### config.mk
export PLATFORM = sky130hd
export DESIGN_NAME = jk_cmd_arbiter_flat
export DESIGN_NICKNAME = d
export VERILOG_FILES = /design/src/rtl/jk_cmd_arbiter_if.sv /design/src/rtl/jk_cmd_arbiter.sv /design/src/flat_wrapper.sv
export SDC_FILE = /design/constraint.sdc
export NUM_CORES = 1
export LEC_CHECK = 0
export CAP_MARGIN = 25
export CORE_ASPECT_RATIO = 1.75
export CORE_MARGIN = 2
export CORE_UTILIZATION = 42
export DETAILED_ROUTE_END_ITERATION = 10
export GPL_TIMING_DRIVEN = 0
export HOLD_SLACK_MARGIN = 0.15
export PLACE_DENSITY = 0.79
export SLEW_MARGIN = 20
export SYNTH_ARGS = -nofsm -noshare
export SYNTH_HDL_FRONTEND = slang
export SYNTH_SLANG_ARGS = --single-unit
### constraint.sdc
create_clock -name clk -period 3.1 [get_ports clk]
set_clock_uncertainty 0.05 [all_clocks]
set_input_delay 0.62 -clock clk [delete_from_list [all_inputs] [get_ports clk]]
set_output_delay 0.62 -clock clk [all_outputs]
set_load 0.02 [all_outputs]
### src/rtl/jk_cmd_arbiter_if.sv
// Handshake and JK-bank bus between two command requesters and the arbiter.
interface jk_cmd_arbiter_if #(
  parameter int N_BITS = 8,
  parameter int CNT_W  = 16
);
  logic              req0;
  logic              req1;
  logic [1:0]        cmd0;
  logic [1:0]        cmd1;
  logic [N_BITS-1:0] mask0;
  logic [N_BITS-1:0] mask1;
  logic              ack0;
  logic              ack1;
  logic              busy;
  logic [N_BITS-1:0] j;
  logic [N_BITS-1:0] k;
  logic [N_BITS-1:0] q;
  logic [CNT_W-1:0]  txn_count;

  modport master (
    output req0, req1, cmd0, cmd1, mask0, mask1,
    input  ack0, ack1, busy, j, k, q, txn_count
  );

  modport slave (
    input  req0, req1, cmd0, cmd1, mask0, mask1,
    output ack0, ack1, busy, j, k, q, txn_count
  );
endinterface

### src/rtl/jk_cmd_arbiter.sv
// Round-robin arbiter granting two requesters JK-style set/clear/toggle access to a shared bank.
// state | meaning
// IDLE  | waiting for a request; winner, cmd and mask are latched on grant
// EXEC  | j/k driven from latched cmd/mask; q takes the JK update on the exit edge
// ACK   | single-cycle ack to the granted requester; txn_count bumps on the exit edge
module jk_cmd_arbiter #(
  parameter int N_BITS = 8,
  parameter int CNT_W  = 16
) (
  input  logic            clk,
  input  logic            reset,
  jk_cmd_arbiter_if.slave bus
);
  typedef enum logic [1:0] {
    IDLE = 2'd0,
    EXEC = 2'd1,
    ACK  = 2'd2
  } state_t;

  state_t            state;
  state_t            state_nxt;
  logic              last_grant;
  logic              owner;
  logic              grant_sel;
  logic              any_req;
  logic [1:0]        cmd_l;
  logic [N_BITS-1:0] mask_l;
  logic [N_BITS-1:0] q_r;
  logic [N_BITS-1:0] j_c;
  logic [N_BITS-1:0] k_c;
  logic [CNT_W-1:0]  cnt;
  logic              ack0_c;
  logic              ack1_c;
  logic              busy_c;

  // On a tie the requester not granted last time wins.
  assign any_req   = bus.req0 | bus.req1;
  assign grant_sel = (bus.req0 && bus.req1) ? ~last_grant : bus.req1;

  always_ff @(posedge clk or posedge reset) begin
    if (reset) state <= IDLE;
    else       state <= state_nxt;
  end

  always_ff @(posedge clk or posedge reset) begin
    if (reset) begin
      last_grant <= 1'b1;
      owner      <= 1'b0;
      cmd_l      <= 2'b00;
      mask_l     <= '0;
    end else if (state == IDLE && any_req) begin
      last_grant <= grant_sel;
      owner      <= grant_sel;
      cmd_l      <= grant_sel ? bus.cmd1  : bus.cmd0;
      mask_l     <= grant_sel ? bus.mask1 : bus.mask0;
    end
  end

  // JK rule per bit: q+ = j&~q | ~k&q.
  always_ff @(posedge clk or posedge reset) begin
    if (reset)              q_r <= '0;
    else if (state == EXEC) q_r <= (j_c & ~q_r) | (~k_c & q_r);
  end

  always_ff @(posedge clk or posedge reset) begin
    if (reset)             cnt <= '0;
    else if (state == ACK) cnt <= cnt + 1'b1;
  end

  always_comb begin
    state_nxt = state;
    j_c       = '0;
    k_c       = '0;
    ack0_c    = 1'b0;
    ack1_c    = 1'b0;
    busy_c    = 1'b0;
    case (state)
      IDLE: begin
        if (any_req) state_nxt = EXEC;
      end
      EXEC: begin
        busy_c    = 1'b1;
        j_c       = mask_l & {N_BITS{cmd_l[1]}};
        k_c       = mask_l & {N_BITS{cmd_l[0]}};
        state_nxt = ACK;
      end
      ACK: begin
        busy_c    = 1'b1;
        ack0_c    = ~owner;
        ack1_c    = owner;
        state_nxt = IDLE;
      end
      default: state_nxt = IDLE;
    endcase
  end

  assign bus.ack0      = ack0_c;
  assign bus.ack1      = ack1_c;
  assign bus.busy      = busy_c;
  assign bus.j         = j_c;
  assign bus.k         = k_c;
  assign bus.q         = q_r;
  assign bus.txn_count = cnt;
endmodule

### src/flat_wrapper.sv
// flat-port wrapper written by rule: the top's interface ports become plain ports
module jk_cmd_arbiter_flat 
#(
  parameter int N_BITS = 8,
  parameter int CNT_W  = 16
)
  (clk, reset, bus_req0, bus_req1, bus_cmd0, bus_cmd1, bus_mask0, bus_mask1, bus_ack0, bus_ack1, bus_busy, bus_j, bus_k, bus_q, bus_txn_count);
  jk_cmd_arbiter_if #(.N_BITS(N_BITS), .CNT_W(CNT_W)) bus_i ();
  input  logic clk;
  input  logic reset;
  input wire logic [$bits(bus_i.req0)-1:0] bus_req0;
  input wire logic [$bits(bus_i.req1)-1:0] bus_req1;
  input wire logic [$bits(bus_i.cmd0)-1:0] bus_cmd0;
  input wire logic [$bits(bus_i.cmd1)-1:0] bus_cmd1;
  input wire logic [$bits(bus_i.mask0)-1:0] bus_mask0;
  input wire logic [$bits(bus_i.mask1)-1:0] bus_mask1;
  output wire logic [$bits(bus_i.ack0)-1:0] bus_ack0;
  output wire logic [$bits(bus_i.ack1)-1:0] bus_ack1;
  output wire logic [$bits(bus_i.busy)-1:0] bus_busy;
  output wire logic [$bits(bus_i.j)-1:0] bus_j;
  output wire logic [$bits(bus_i.k)-1:0] bus_k;
  output wire logic [$bits(bus_i.q)-1:0] bus_q;
  output wire logic [$bits(bus_i.txn_count)-1:0] bus_txn_count;
  assign bus_i.req0 = bus_req0;
  assign bus_i.req1 = bus_req1;
  assign bus_i.cmd0 = bus_cmd0;
  assign bus_i.cmd1 = bus_cmd1;
  assign bus_i.mask0 = bus_mask0;
  assign bus_i.mask1 = bus_mask1;
  assign bus_ack0 = bus_i.ack0;
  assign bus_ack1 = bus_i.ack1;
  assign bus_busy = bus_i.busy;
  assign bus_j = bus_i.j;
  assign bus_k = bus_i.k;
  assign bus_q = bus_i.q;
  assign bus_txn_count = bus_i.txn_count;
  jk_cmd_arbiter #(.N_BITS(N_BITS), .CNT_W(CNT_W)) u_core (.clk(clk), .reset(reset), .bus(bus_i));
endmodule
==> out/metrics.cfg <==
[critical_path]
start_kind = flip-flop
crit_buf_inv = 3
r2r-end = u_core.bus.txn_count[15]
criticalPathCategory = reg -> out
r2r_slack_ns = 1.41
worstRegToRegCells = 6
max_stage_delay_ns = 0.62
crit_slowest_cell = clkdlybuf4s50_1
path_delay_family = buffers and inverters
crit_end = bus_k[5]
path_depth = 5
cp_max_fo = 10
r2r_start = u_core.state[0]
critPathRequiredTime_ns = 2.43
crit_arrival_ns = 2.14
crit_path_end_kind = output pin
critPathLaunch = u_core.state[1]
path_cells = inv_1, ha_1, clkbuf_2, and3_1, clkdlybuf4s50_1

[routing]
drc = 0
wire_per_inst_um = 13.5
vias = 1489
drt_wl_total_um = 3930
routed_via_density = 5.12
dr.pass1.iters = 4
drtAntennaViolNets = 0
drt-initial-drc-count = 47

[cells_and_area]
multiInputGateArea_um2 = 759
drive_gt1_share_pct = 6.61
seqCellArea_um2 = 952
diodes = 0
fill_cells = 344
nNetsFinal = 269
syn_to_final_growth_pct = 47.3

[power]
power_density_nw_per_um2 = 812
ir_worst_vdd_v = 0.000663
power.internal_mw = 1.30
combPwrFrac_pct = 43.6
swShare_pct = 38.3
seq_power_share_pct = 40.3
clkPwrFrac_pct = 16.2
p_leak_nw = 1.22
p_switching_mw = 0.807

[sta]
hold_viol = 0
timing.slew.headroom_pct = 70.5
max_clock_freq_mhz = 356
whs_ns = 0.419
fin_crit_sh_pct = 90.7
max_slew.worst_pin.slew_ns = 0.443
maxSlewViolCount = 0
setup_viol = 0
grt_setup_unrepaired = false
period_needed_ns = 2.81
setup_tns_ns = 0

[floorplanning]
core-area_um2 = 4070
initial_core_util_pct = 43.2
fp.dieH_um = 89.6
die_area_um2 = 4750
die_w_um = 52.9
rows = 31
num_io_pins = 67

[logic_synthesis]
ys_seq_elements = 38
syn_area_per_cell_um2 = 10.5
syn_inst = 167
yosysUniqueCellTypes = 26
ys_seq_area_share_pct = 54.1
synth_warnings = 0
netlist_area_um2 = 1760
synthesis.nets = 195

[grt]
grt_first_pass_wirelength_um = 6730
grt_max_degree = 27
antenna_found_initial = 0
grt_pass1_vias = 1507
grt_overflow_total = 0
track_usage_pct = 19.5

[cts]
htreeDepth = 2
cts_hold_buffers = 0
cts_buffers = 5
cts_tree = yes
clk_transition_reported_paths_ns = 0.07
cts_sinks = 38
clk_latency_ns = 0.28
cts-root-buf = clkbuf_8
max-clock-path-buffers = 2

[placement]
io_buffers = 66
gp_congestion = 0.778
place_hpwl_um = 3080

[job]
maxCapViolations = 0

[worst_hold_path]
hp-class = reg -> reg

[outcome]
outcome = finished clean

logic make-up after synthesis:
kind of cell	synth area share [%]
flip-flops	54.1
multiplexers	6.33
AO/OA/AOI/OAI	7.82
AND/OR/NAND/NOR	18.7
XOR/XNOR	7.46
buffers and inverters	2.77
adder cells (fa/ha/maj)	2.84
cell usage in the layout (no fill, tap or decap), types with 5 or more instances in the layout:
cell type and instances:
dfrtp_1 37, clkbuf_8 6, inv_1 5, o21ai_0 12, clkdlybuf4s50_1 66, and3_1 16
a21oi_1 9, nand2_1 15, nor2_1 12, mux2i_1 10, xnor2_1 5, nor3_1 5
xor2_1 10
synth_stat cells:
cell / number / area [um2]
a21oi_1: 9 / 45.0
nor2b_1: 1 / 6.26
mux2i_1: 10 / 100
clkbuf_1: 3 / 11.3
nor4_1: 4 / 25.0
xnor2_1: 5 / 43.8
ha_1: 4 / 50.1
and2_1: 1 / 6.26
mux2_2: 1 / 11.3
nor3_1: 5 / 25.0
o21ai_0: 12 / 60.1
nand2_1: 15 / 56.3
nand3_1: 3 / 15.0
o31ai_1: 1 / 7.51
nand4_1: 4 / 25.0
xor2_1: 10 / 87.6
buf_4: 2 / 15.0
a31oi_1: 1 / 6.26
nand4_2: 2 / 25.0
nor2_1: 12 / 45.0
dfstp_2: 1 / 26.3
and3_1: 16 / 100
inv_1: 6 / 22.5
a21bo_2: 1 / 10.0
o41ai_1: 1 / 8.76
dfrtp_1: 37 / 926
flip-flops by register name, indices dropped and copies added, names as in the netlist:
register and flops:
u_core.bus.q 8, u_core.bus.txn_count 16, u_core.cmd_l 2, u_core.last_grant 1, u_core.mask_l 8, u_core.owner 1
u_core.state 2
metal layers:
metal	track usage [%]	part of all wire [%]	vias up
li1	-	-	727
met1	19.8	35	715
met2	36.4	57	42
met3	4.14	5.8	5
met4	9.79	2.0	0
met5	0	0	-
through the flow:
step	util [%]	cell area (um2)	setup slack (ns)	power [mW]	cells
after global routing	63.7	2590	0.139	2.26	291
after detailed placement	61.4	2500	0.461	1.78	283
after global placement	61.0	2480	0.489	1.76	282
after floorplan	-	1760	1.26	1.35	167
after CTS	63.7	2590	0.140	2.13	291
final	63.7	2590	0.288	2.11	291
worst min-delay path by stage:
stage                            end        startpoint  cells after the start
detailed placement   u_core.bus.q[4]   u_core.bus.q[4]                      1
finish               u_core.bus.q[7]   u_core.bus.q[7]                      1
global route         u_core.bus.q[7]   u_core.bus.q[7]                      1
global placement     u_core.bus.q[5]   u_core.bus.q[5]                      1
CTS                  u_core.bus.q[7]   u_core.bus.q[7]                      1
floorplan           u_core.mask_l[7]  u_core.mask_l[7]                      2
worst register-to-register path: cells and delay by family, from the launching register on:
kind | cells | cell delay, ns
xor+xnor | 1 | 0.17
fa+ha+maj | 1 | 0.14
flops | 1 | 0.40
buf+inv | 2 | 0.22
simple gates | 2 | 0.63
area by class of cell:
class	instances	share of cell area [%]
flip-flops and latches	38	36.7
multi-input cells	118	29.3
repair buffers	67	26.2
clock buffers	8	3.47
well taps	49	2.36
plain buffers	5	1.06
inverters	6	0.868
power groups by stage:
stage | clock network [mW] | registers (mW) | logic (mW)
final | 0.340 | 0.848 | 0.917
after global placement | 0 | 0.847 | 0.909
after floorplan | 0 | 0.919 | 0.430
after global routing | 0.374 | 0.881 | 1.01
after detailed placement | 0 | 0.857 | 0.927
after CTS | 0.350 | 0.850 | 0.930
what timing repair did:
item                                    in CTS  in global routing
endpoints found under the setup margin       0                  3
setup buffers                                0                  0
gates resized for setup                      0                  2
endpoints found under the hold margin        0                  0
Note: power is estimated with default switching activity, not from simulation.
